--- config.mk ---
export PLATFORM = sky130hd
export DESIGN_NAME = uart_fifo_gen
export DESIGN_NICKNAME = d
export VERILOG_FILES = /design/src/rtl/uart_fifo_pkg.sv /design/src/rtl/uart_fifo_mem.sv /design/src/rtl/uart_fifo_gen.sv
export SDC_FILE = /design/constraint.sdc
export NUM_CORES = 1
export LEC_CHECK = 0
export CORE_MARGIN = 5
export CORE_UTILIZATION = 54
export DETAILED_ROUTE_END_ITERATION = 16
export PLACE_DENSITY = 0.74
export SETUP_SLACK_MARGIN = 0.15
export SLEW_MARGIN = 20
export SYNTH_ARGS = -nofsm -noshare
export SYNTH_HDL_FRONTEND = slang
export SYNTH_HIERARCHICAL = 1
export SYNTH_SLANG_ARGS = --single-unit
export TNS_END_PERCENT = 10
--- constraint.sdc ---
create_clock -name clk -period 3.4 [get_ports clk]
set_clock_uncertainty 0.1 [all_clocks]
set_input_delay 0.34 -clock clk [delete_from_list [all_inputs] [get_ports clk]]
set_output_delay 0.34 -clock clk [all_outputs]
set_load 0.02 [all_outputs]
--- src/rtl/uart_fifo_pkg.sv ---
// Shared FIFO constants, trigger-level encoding and helper for the UART FIFOs.
package uart_fifo_pkg;

    localparam int unsigned FIFO_WIDTH_DFLT = 8;
    localparam int unsigned FIFO_DEPTH_DFLT = 16;
    localparam int unsigned FIFO_ERR_W_DFLT = 3;

    // 16550 FCR[7:6] trigger-level encoding
    typedef enum logic [1:0] {
        TRIG_1  = 2'b00,
        TRIG_Q  = 2'b01,
        TRIG_H  = 2'b10,
        TRIG_NF = 2'b11
    } trig_sel_e;

    // Occupancy threshold for a given trigger select and FIFO depth
    function automatic int unsigned trig_level(input trig_sel_e sel, input int unsigned depth);
        case (sel)
            TRIG_1:  return 1;
            TRIG_Q:  return depth / 4;
            TRIG_H:  return depth / 2;
            default: return depth - 2;
        endcase
    endfunction

endpackage

--- src/rtl/uart_fifo_mem.sv ---
// FIFO storage: DEPTH x W array, synchronous write, asynchronous read.
module uart_fifo_mem #(
    parameter  int unsigned DEPTH = 16,
    parameter  int unsigned W     = 11,
    localparam int unsigned AW    = $clog2(DEPTH)
) (
    input  logic          clk,
    input  logic          we,
    input  logic [AW-1:0] waddr,
    input  logic [W-1:0]  wdata,
    input  logic [AW-1:0] raddr,
    output logic [W-1:0]  rdata
);

    logic [W-1:0] mem [DEPTH];

    // Write port; contents are intentionally not reset
    always_ff @(posedge clk) begin
        if (we) mem[waddr] <= wdata;
    end

    assign rdata = mem[raddr];

endmodule

--- src/rtl/uart_fifo_gen.sv ---
// Parametrised UART byte FIFO with error sideband, occupancy, flush and trigger level.
module uart_fifo_gen
    import uart_fifo_pkg::*;
#(
    parameter  int unsigned WIDTH = FIFO_WIDTH_DFLT,
    parameter  int unsigned DEPTH = FIFO_DEPTH_DFLT,
    parameter  int unsigned ERR_W = FIFO_ERR_W_DFLT,
    localparam int unsigned CNT_W = $clog2(DEPTH) + 1
) (
    input  logic             clk,
    input  logic             rst,
    input  logic             en,
    input  logic             flush,
    input  logic             push_in,
    input  logic             pop_in,
    input  logic [WIDTH-1:0] din,
    input  logic [ERR_W-1:0] err_in,
    input  logic [1:0]       trig_sel,
    output logic [WIDTH-1:0] dout,
    output logic [ERR_W-1:0] err_out,
    output logic [CNT_W-1:0] count,
    output logic             empty,
    output logic             full,
    output logic             overrun,
    output logic             underrun,
    output logic             thre_trigger,
    output logic             err_in_fifo
);

    localparam int unsigned AW = CNT_W - 1;

    logic [CNT_W-1:0]       wr_ptr;
    logic [CNT_W-1:0]       rd_ptr;
    logic [CNT_W-1:0]       err_cnt;
    logic [WIDTH+ERR_W-1:0] rd_word;
    logic                   do_push;
    logic                   do_pop;
    logic                   err_inc;
    logic                   err_dec;
    logic                   ptr_msb_unused;

    // Occupancy is tracked by count, so the pointer MSBs only exist for wrap symmetry
    assign ptr_msb_unused = wr_ptr[CNT_W-1] ^ rd_ptr[CNT_W-1];

    uart_fifo_mem #(
        .DEPTH (DEPTH),
        .W     (WIDTH + ERR_W)
    ) u_mem (
        .clk   (clk),
        .we    (do_push & ~flush),
        .waddr (wr_ptr[AW-1:0]),
        .wdata ({din, err_in}),
        .raddr (rd_ptr[AW-1:0]),
        .rdata (rd_word)
    );

    // Transfer qualification, show-ahead head and status flags
    always_comb begin
        empty        = (count == '0);
        full         = (count == CNT_W'(DEPTH));
        do_pop       = en & pop_in & ~empty;
        do_push      = en & push_in & (~full | do_pop);
        dout         = empty ? '0 : rd_word[WIDTH+ERR_W-1:ERR_W];
        err_out      = empty ? '0 : rd_word[ERR_W-1:0];
        err_inc      = do_push & (|err_in);
        err_dec      = do_pop & (|err_out);
        thre_trigger = (count >= CNT_W'(trig_level(trig_sel_e'(trig_sel), DEPTH)));
        err_in_fifo  = (err_cnt != '0);
    end

    // Pointer, occupancy, error-count and pulse flag registers; flush overrides traffic
    always_ff @(posedge clk or negedge rst) begin
        if (!rst) begin
            wr_ptr   <= '0;
            rd_ptr   <= '0;
            count    <= '0;
            err_cnt  <= '0;
            overrun  <= 1'b0;
            underrun <= 1'b0;
        end else if (flush) begin
            wr_ptr   <= '0;
            rd_ptr   <= '0;
            count    <= '0;
            err_cnt  <= '0;
            overrun  <= 1'b0;
            underrun <= 1'b0;
        end else begin
            if (do_push) wr_ptr <= wr_ptr + 1'b1;
            if (do_pop)  rd_ptr <= rd_ptr + 1'b1;
            case ({do_push, do_pop})
                2'b10:   count <= count + 1'b1;
                2'b01:   count <= count - 1'b1;
                default: count <= count;
            endcase
            case ({err_inc, err_dec})
                2'b10:   err_cnt <= err_cnt + 1'b1;
                2'b01:   err_cnt <= err_cnt - 1'b1;
                default: err_cnt <= err_cnt;
            endcase
            overrun  <= en & push_in & full & ~do_pop;
            underrun <= en & pop_in & empty;
        end
    end

endmodule

Word level (Yosys, flattened, before mapping)
Memory sizes are Yosys's and may differ from the RTL's.
Index checks and enable logic that the tools add are counted.
Storage, ports and cells
  flip-flop bits (word level): 22
  latch bits: 0
  RAM bits: 176
  ROM bits: 0
  input port bits: 19
  word-level logic and storage cells: 60
  memories kept: 1
Cells by class
  add/subtract/negate cells: 6
  multipliers: 0
  div/mod/pow operators: 0
  magnitude comparators: 1
  equality and inequality tests: 7
  shift-type cells: 0
  mux-type cells: 15
  bitwise logic cells: 15
  reductions and logical operators: 9
Memory list
  u_mem.mem: words 16, bits a word 11, rd ports 1, clocked after memory_dff 0, write ports 1, line uart_fifo_mem.sv:15  | logic [W-1:0] mem [DEPTH];
Operator list (number)
  two-way mux 5 bit: 6
  adder 5 x 1 -> 5 bit, second input constant: 4
  one-hot mux 5 bit (2 select lines): 2
  one-hot mux 4 bit (3 select lines): 1
  AND 1 bit: 10
  subtractor 5 x 1 -> 5 bit, second input constant: 2
  two-way mux 8 bit: 1
  == test 2 x 1 -> 1 bit, second input constant: 3
  == test 2 bit, second input constant: 3
  nonzero test 3 bit: 2
  OR reduction 3 bit: 2
  == test 5 bit, second input constant: 1
  >= comparator 5 bit: 1
  logical NOT 5 bit: 1
  nonzero test 5 bit: 1
  two-way mux 1 bit: 4
  NOT 1 bit: 4
  nonzero test 2 bit: 2
  two-way mux 3 bit: 1
  logical NOT 2 bit: 1
  OR 1 bit: 1

Logic depth before layout (Yosys ltp)
  depth in word-level cells: 9
  depth in mapped cells: 15
  depth with buffers taken out: 13

By module
Netlist, hierarchy kept.
Modules (own cells, without submodules)
  uart_fifo_mem: times used 1, cells each 294, area an instance 6819.0 um^2
  uart_fifo_gen: times used 1, cells each 163, area an instance 1519.0 um^2

Worst setup path before layout
Ideal clock, no wire load.
  kind: register to register
  start point: reg rd_ptr[0]
  end point: reg err_cnt[4]
  library setup time: 0.136 ns
  arrival: 3.240 ns
  setup slack: -0.076 ns
  cell stages (with the launch flop): 16
  cell sequence: dfrtp_1 -> buf_6 -> buf_6 -> mux4_1 -> a22oi_1 -> nand2_1 -> or3_1 -> o2111ai_2 -> or2_2 -> inv_1 -> ha_1 -> nor2b_1 -> o21a_1 -> nor4_1 -> o21ai_0 -> nor3b_1
Between the ends
  word-level cells in the longest chain between the ends: 7
RTL lines
  start: declaration: line uart_fifo_gen.sv:33  | logic [CNT_W-1:0] rd_ptr;
  start signal: assignment: line uart_fifo_gen.sv:89  | if (do_pop) rd_ptr <= rd_ptr + 1'b1;
  memory read (16 x 11 bit) (*)
  via rd_word[0]: line uart_fifo_gen.sv:35  | logic [WIDTH+ERR_W-1:0] rd_word;
  two-way mux 3 bit (*): line uart_fifo_gen.sv:64  | err_out = empty ? '0 : rd_word[ERR_W-1:0];
  OR reduction 3 bit (*): line uart_fifo_gen.sv:66  | err_dec = do_pop & (|err_out);
  AND 1 bit (*): line uart_fifo_gen.sv:66
  == test 2 x 1 -> 1 bit / == test 2 bit (equally long branches): line uart_fifo_gen.sv:95  | case ({err_inc, err_dec})
  one-hot mux 5 bit (2 select lines): line uart_fifo_gen.sv:95
  two-way mux 5 bit: line uart_fifo_gen.sv:80  | end else if (flush) begin
  end signal: assignment: line uart_fifo_gen.sv:96  | 2'b10: err_cnt <= err_cnt + 1'b1;
  end signal: assignment: line uart_fifo_gen.sv:97  | 2'b01: err_cnt <= err_cnt - 1'b1;
  end signal: assignment: line uart_fifo_gen.sv:98  | default: err_cnt <= err_cnt;
  end: declaration: line uart_fifo_gen.sv:34  | logic [CNT_W-1:0] err_cnt;
The timed path passes the listed nets; every way through them passes the cells marked *.
A chain may end at the register's enable or synchronous reset.

Final worst setup path
Same ends and word-level chain as after synthesis.

==> results_dict.tcl <==
set metrics [dict create \
    ir_worst_vdd_mv 0.490 \
    antenna_found_initial 0 \
    fin_area_um2 9940 \
    status "finished, violations left" \
    hp-class "in2async" \
    avgRoutedWirePerCell_um 22.7 \
    post_drt_via_cell_ratio 6.08 \
    mostFrequentLayoutCell "edfxtp_1" \
    netlist_area_um2 8340 \
    fin_crit_sh 1.02 \
    ys_ff_latch 196 \
    ys_types 60 \
    min_period_ns 3.46 \
    syn2layout_area_growth_pct 19.2 \
    grt_max_degree 22 \
    layout_setup_ws_ns -0.0599 \
    placed_area_um2 9250 \
    cts.path.max_buffers 2 \
    wirelength_um 17100 \
    fmax_mhz 289 \
    num_rows 45 \
    cts.clk_slew.worst_paths_ns 0.07 \
    routabilityCongestion 0.833 \
    critPathTopFamily "simple AND/OR/NAND/NOR gates" \
    cp.arrival_ns 3.66 \
    ios 41 \
    cts-root-buf "clkbuf_16" \
    synth_warnings 6 \
    synth_nets 490 \
    portBuffers 40 \
    dr.pass1.iters 7 \
    global_route.peak_usage_layer "met2" \
    dieArea_um2 18000 \
    dr.first_iter.drc_count 362 \
    worst_setup_path_end_kind "flip-flop" \
    fp.coreArea_um2 15200 \
    die_h_um 134 \
    max_slew_margin 0.592 \
    cts_buffers 17 \
    final_nets 587 \
    cts_tree "done" \
    grt_util_met1 0.261 \
    synthTopCellsByArea "edfxtp_1, mux4_1, mux4_2, dfrtp_1, a22oi_1" \
    start_kind "flip-flop" \
    critPathMaxStageDelay_ns 0.52 \
    floorplan.initialDensity 0.548 \
    die_w_um 134 \
    critPathSlowestCell "mux4_2" \
    h-tree-depth 4 \
    crit_type "reg2reg" \
    ant_nets 0 \
    power_density_nw_per_um2 625 \
    drive_gt1_frac 0.265 \
    dpl.cell_count 714 \
    crit_chain "buf_12 > buf_16 > mux4_2 > a22oi_2 > nand2_2 > or3_4 > o2111ai_4 > or2_4 > inv_4 > ha_4 > nor2b_1 > o21a_1 > nor4_4 > o21ai_1 > nor3b_2" \
    maxCapViolations 0 \
    overflow 0 \
    finalSetupViolCount 1 \
    synth_top_cell_by_area "edfxtp_1" \
    rsz0062_at_grt "yes" \
    hold_viol 0 \
    grt_pass1_wl_um 26700 \
    antenna_cells 0 \
    cp_num_buf_inv 3 \
    seq_area_frac_synth 0.694 \
    cp.required_ns 3.60 \
    cts.sinks 196 \
    hold_slack_ns 0.306 \
    crit_fanout 6 \
    synth.top_cell.area_share 0.634 \
    synth_edf_count 176 \
    async_flop_share 0.102 \
    reg2reg_to "err_cnt[4]$_DFFE_PN0P_" \
    synth_ff_type "edfxtp_1" \
    grt_pass1_vias 4691 \
    slew_viol_final 0 \
    instances_no_fill 754 \
    total_leakage_power_nw 3.45 \
    reg2reg_from "rd_ptr[0]$_DFFE_PN0P_" \
    synth.avg_cell_area_um2 18.2 \
    rr_worst_depth 15 \
    met2_usage 0.347 \
    layout_common_cells "edfxtp_1, buf_4, clkdlybuf4s50_1, mux4_2" \
    tightest_slew_ns 0.609 \
    insertion_delay_ns 0.43 \
    synth_cells 457 \
    use_met3 0.0390 \
    track_usage 0.201 \
    drc_errors 0 \
    dp_hpwl_um 11200 \
    vias 4587 \
    violations "setup timing" \
    regToRegSetupSlack_ns -0.06 \
]
-- final cells by class --
class | count | area (µm²)
multi-input cells | 228 | 2450
fillers | 1044 | 5260
flip-flops and latches | 196 | 5790
clock buffers | 18 | 429
inverters | 15 | 58.8
repair buffers | 96 | 868
well taps | 188 | 235
clock inverters | 13 | 113
-- cell usage after synthesis, types with 3 or more instances --
master	count
xor2_1	5
clkbuf_1	3
mux4_2	23
and2_1	13
a21oi_1	5
o21ai_0	8
mux4_1	21
nor2b_1	6
nand2b_1	3
ha_1	12
xnor2_1	4
nor3_1	8
nor2_1	25
nand2_1	26
inv_1	14
dfrtp_1	20
a22oi_1	22
buf_2	6
edfxtp_1	176
-- metal layers --
layer | up-vias | share of wire
met5 | - | 0
met3 | 17 | 0.066
met1 | 2372 | 0.40
met4 | 0 | 0.013
li1 | 2028 | -
met2 | 170 | 0.53
-- kinds of logic (layout without fill, tap and decap cells) --
family / count (synthesis) / after routing / synth area share
XOR/XNOR: 9 / 9 / 0.00945
AND/OR/NAND/NOR: 101 / 101 / 0.0650
flip-flops: 196 / 196 / 0.694
multiplexers: 46 / 46 / 0.131
adder cells (fa/ha/maj): 14 / 14 / 0.0228
buffers and inverters: 33 / 142 / 0.0236
AO/OA/AOI/OAI: 58 / 58 / 0.0545
-- repair_timing --
action,CTS,global route
resized for setup,20,5
gates cloned,1,0
hold buffers,0,1
endpoints found under the setup margin,9,5
pin swaps,8,7
hold endpoints to repair,0,20
setup buffers,6,1
-- worst max path at each step --
| stage | startpoint | endpoint | slack (ns) | cells after the start |
|---|---|---|---|---|
| finish | rd_ptr[0]$_DFFE_PN0P_ | err_cnt[4]$_DFFE_PN0P_ | -0.06 | 15 |
| global route | rd_ptr[0]$_DFFE_PN0P_ | err_cnt[4]$_DFFE_PN0P_ | -0.13 | 15 |
| CTS | rd_ptr[0]$_DFFE_PN0P_ | err_cnt[4]$_DFFE_PN0P_ | -0.06 | 15 |
| detailed placement | rd_ptr[0]$_DFFE_PN0P_ | err_cnt[4]$_DFFE_PN0P_ | -0.10 | 14 |
| global placement | rd_ptr[0]$_DFFE_PN0P_ | err_cnt[4]$_DFFE_PN0P_ | 0.02 | 14 |
| floorplan | rd_ptr[0]$_DFFE_PN0P_ | err_cnt[4]$_DFFE_PN0P_ | -0.03 | 15 |
-- stage by stage --
stage	util	power [mW]	setup TNS, ns	setup slack (ns)
2_1_floorplan	-	3.83	-0.0252	-0.0252
3_3_place_gp	0.609	4.34	0	0.0226
3_5_place_dp	0.609	4.38	-0.103	-0.103
4_1_cts	0.652	6.24	-0.0560	-0.0560
5_1_grt	0.654	6.50	-0.226	-0.132
6_report	0.654	6.21	-0.0599	-0.0599
-- where the power goes --
group          internal (mW)  switching [mW]
clock                   1.00           0.830
sequential              2.68           0.111
combinational          0.777           0.807
total                   4.46            1.75
-- sequential cells by signal (all words and copies together), names as in the netlist --
name       count
u_mem/mem    176
count          5
err_cnt        5
rd_ptr         4
wr_ptr         4
overrun        1
underrun       1
Note: power is estimated with default switching activity, not from simulation.
==> RTL change (config.mk and constraints unchanged) <==
The package constant `FIFO_WIDTH_DFLT` goes from 8 to 12.
--- a/src/rtl/uart_fifo_pkg.sv
+++ b/src/rtl/uart_fifo_pkg.sv
@@ -3,3 +3,3 @@
 
-    localparam int unsigned FIFO_WIDTH_DFLT = 8;
+    localparam int unsigned FIFO_WIDTH_DFLT = 12;
     localparam int unsigned FIFO_DEPTH_DFLT = 16;
Interface: changed (resized din and dout); port bits go from 41 to 49. No check against the original RTL was run, so the function may have changed too.
==> RTL change against the unedited design <==
  * The run still ends with setup timing left
  * Hold slack worse by 0.070 ns
  * Area after synthesis up 28%
  * Sequential share of layout area rose by 1.7 points
  * Total power increased by 34%
  * Wire length up 32%
  * Sequential cell count increased by 64
  * Worst setup slack worse by 0.033 ns
  * Design area rose by 29%
  * Largest cell class unchanged
==> RTL change: results (changes against the unedited design) <==
Parameter                              Value

Status
  Result of the run ... finished with violations (unchanged)
  Violations in the final reports ... setup timing (unchanged)

Setup path
  Crit path max fanout ... 7 (was 6)
  Worst path arrival time ... 3.79 ns (was 3.66 ns)
  Critical Path Max Stage Delay ... 0.50 ns (was 0.52 ns)
  Slowest cell on crit path ... sky130_fd_sc_hd__dfrtp_4 (was sky130_fd_sc_hd__mux4_2)

STA
  Worst hold margin ... 0.2365 ns (was 0.3063 ns)
  Fin Setup TNS ... -0.09292 ns (was -0.05985 ns)
  Worst Slack Setup Final ... -0.09292 ns (was -0.05985 ns)
  Worst slew margin ... 62.34% (was 59.17%)
  Final setup violation count ... 1 (unchanged)

Drt
  Number of vias per cell after detailed routing ... 5.885 (was 6.084)
  Number of DRC markers after the initial detailed-route iteration ... 414 (was 362)
  Vias ... 5661 (was 4587)
  TritonRoute pass-1 iters ... 5 (was 7)
  Average wire per cell in the routed design ... 23.55 µm (was 22.70 µm)

Placement
  Cell area after placement ... 11890 µm² (was 9254 µm²)
  Worst setup timing slack at the placement stage ... -0.2058 ns (was -0.1032 ns)
  Detailed-placement wirelength estimate ... 14420 µm (was 11250 µm)
  Number of placed instances, taps included ... 906 (was 714)
  Number of input and output port buffers inserted ... 48 (was 40)

Global route
  Vias in the first global route ... 5973 (was 4691)
  Global routing usage summed across all routing layers ... 20.49% (was 20.05%)
  Global-route wire length before repair ... 34610 µm (was 26710 µm)
  Maximum number of pins on one net before global-route repair ... 25 (was 22)

CTS
  Latest clock arrival within the worst-skew pair ... 0.52 ns (was 0.43 ns)
  # H-tree levels ... 1 (was 4)
  TritonCTS Buffers ... 26 (was 17)
  Largest buffer count on any clock path ... 3 (was 2)

Synthesis
  Number of enable-type register cells in the synthesized netlist ... 240 (was 176)
  Share of flip-flops with an asynchronous set or reset after synthesis ... 7.692% (was 10.20%)
  Leading post-synthesis cells by cell area ... sky130_fd_sc_hd__edfxtp_1 (67%), sky130_fd_sc_hd__mux4_2 (9.3%), sky130_fd_sc_hd__dfrtp_1 (4.7%) (was sky130_fd_sc_hd__edfxtp_1 (63%), sky130_fd_sc_hd__mux4_1 (6.6%), sky130_fd_sc_hd__mux4_2 (6.2%))
  Synthesized Nets ... 595 (was 490)
  Number of library cell types mapped by synthesis ... 55 (was 60)
  Post-Synthesis Mean Instance Area ... 19.16 µm² (was 18.25 µm²)
  Fraction of the yosys area taken by sequential cells ... 72.07% (was 69.39%)

Power and ir drop
  Leakage Power ... 0.004393 µW (was 0.003447 µW)

Finish
  Largest regs ... u_mem/mem x240, count x5, err_cnt x5 (was u_mem/mem x176, count x5, err_cnt x5)
  Design area ... 12870 µm² (was 9938 µm²)
  Total of fill cells in the finished design ... 1258 (was 1044)
  Count of nets after finishing ... 714 (was 587)
-- RTL change: cell types whose count changed in the layout (fill, tap and decap cells not counted), sizes merged, moves of 2 or more --
cell | before | now
edfxtp | 176 | 240
clkbuf | 18 | 39
mux4 | 44 | 60
buf | 56 | 66
a22oi | 22 | 30
clkdlybuf4s50 | 31 | 38
and2 | 13 | 17
clkinvlp | 5 | 1
nand2 | 26 | 30
dlymetal6s2s | 0 | 2
-- RTL change: layout make-up --
type                       count  area share [%]
sequential                   260           59.93
multi-input combinational    260           22.66
timing repair buffer         114           8.002
clock buffer                  39           5.834
tap                          265           2.577
clock inverter                 9          0.5348
inverter                      15          0.4570
-- RTL change: worst max-delay path by stage --
stage,slack (ns),start,end,depth (start not counted)
2_1_floorplan,-0.01,rd_ptr[0],err_cnt[4],15
3_3_place_gp,-0.03,rd_ptr[0],err_cnt[4],13
3_5_place_dp,-0.21,rd_ptr[0],err_cnt[4],13
4_1_cts,-0.03,rd_ptr[0],err_cnt[4],14
5_1_grt,-0.21,rd_ptr[0],err_cnt[4],14
6_report,-0.09,rd_ptr[0],err_cnt[4],15
-- RTL change: what timing repair did --
item,4_1_cts,5_1_grt
buffers inserted,2,5
pin swaps,1,12
setup endpoints to repair,14,16
hold buffers,0,1
resized for setup,19,17
endpoints found under the hold margin,0,20
-- RTL change: report_power, final --
group	switching [µW]	internal, µW	leakage, µW
combinational	990	945	0.00157
sequential	115	3560	0.00243
clock	1110	1590	0.000400
total	2220	6090	0.00439
-- RTL change: kinds of logic after synthesis --
logic type	count (synthesis)	synth area share (%)
DFF	260	72.07
and+or+nand+nor	109	5.429
AOI/OAI and AO/OA	66	4.844
muxes	62	13.40
buffers and inverters	38	1.743
adders and majority gates	14	1.778
xor gates and xnor gates	9	0.7370
-- RTL change: worst reg2reg max path, stage by stage (launching register included) --
cell                        delay, ns
sky130_fd_sc_hd__dfrtp_4         0.50
sky130_fd_sc_hd__buf_8           0.15
sky130_fd_sc_hd__buf_6           0.11
sky130_fd_sc_hd__mux4_2          0.42
sky130_fd_sc_hd__a22oi_2         0.16
sky130_fd_sc_hd__nand2_1         0.09
sky130_fd_sc_hd__or3_4           0.37
sky130_fd_sc_hd__o2111ai_4       0.08
sky130_fd_sc_hd__or2_4           0.17
sky130_fd_sc_hd__inv_4           0.05
sky130_fd_sc_hd__ha_4            0.20
sky130_fd_sc_hd__nor2b_4         0.12
sky130_fd_sc_hd__o21a_1          0.22
sky130_fd_sc_hd__nor4_4          0.33
sky130_fd_sc_hd__o21ai_1         0.11
sky130_fd_sc_hd__nor3b_2         0.16
-- RTL change: layer usage --
metal,wire (µm),GRT usage (%),vias to the layer above
li1,-,-,2511
met1,8973,27.06,2901
met2,11710,36.15,211
met3,1566,3.010,38
met4,398,5.077,0
met5,0,0,-
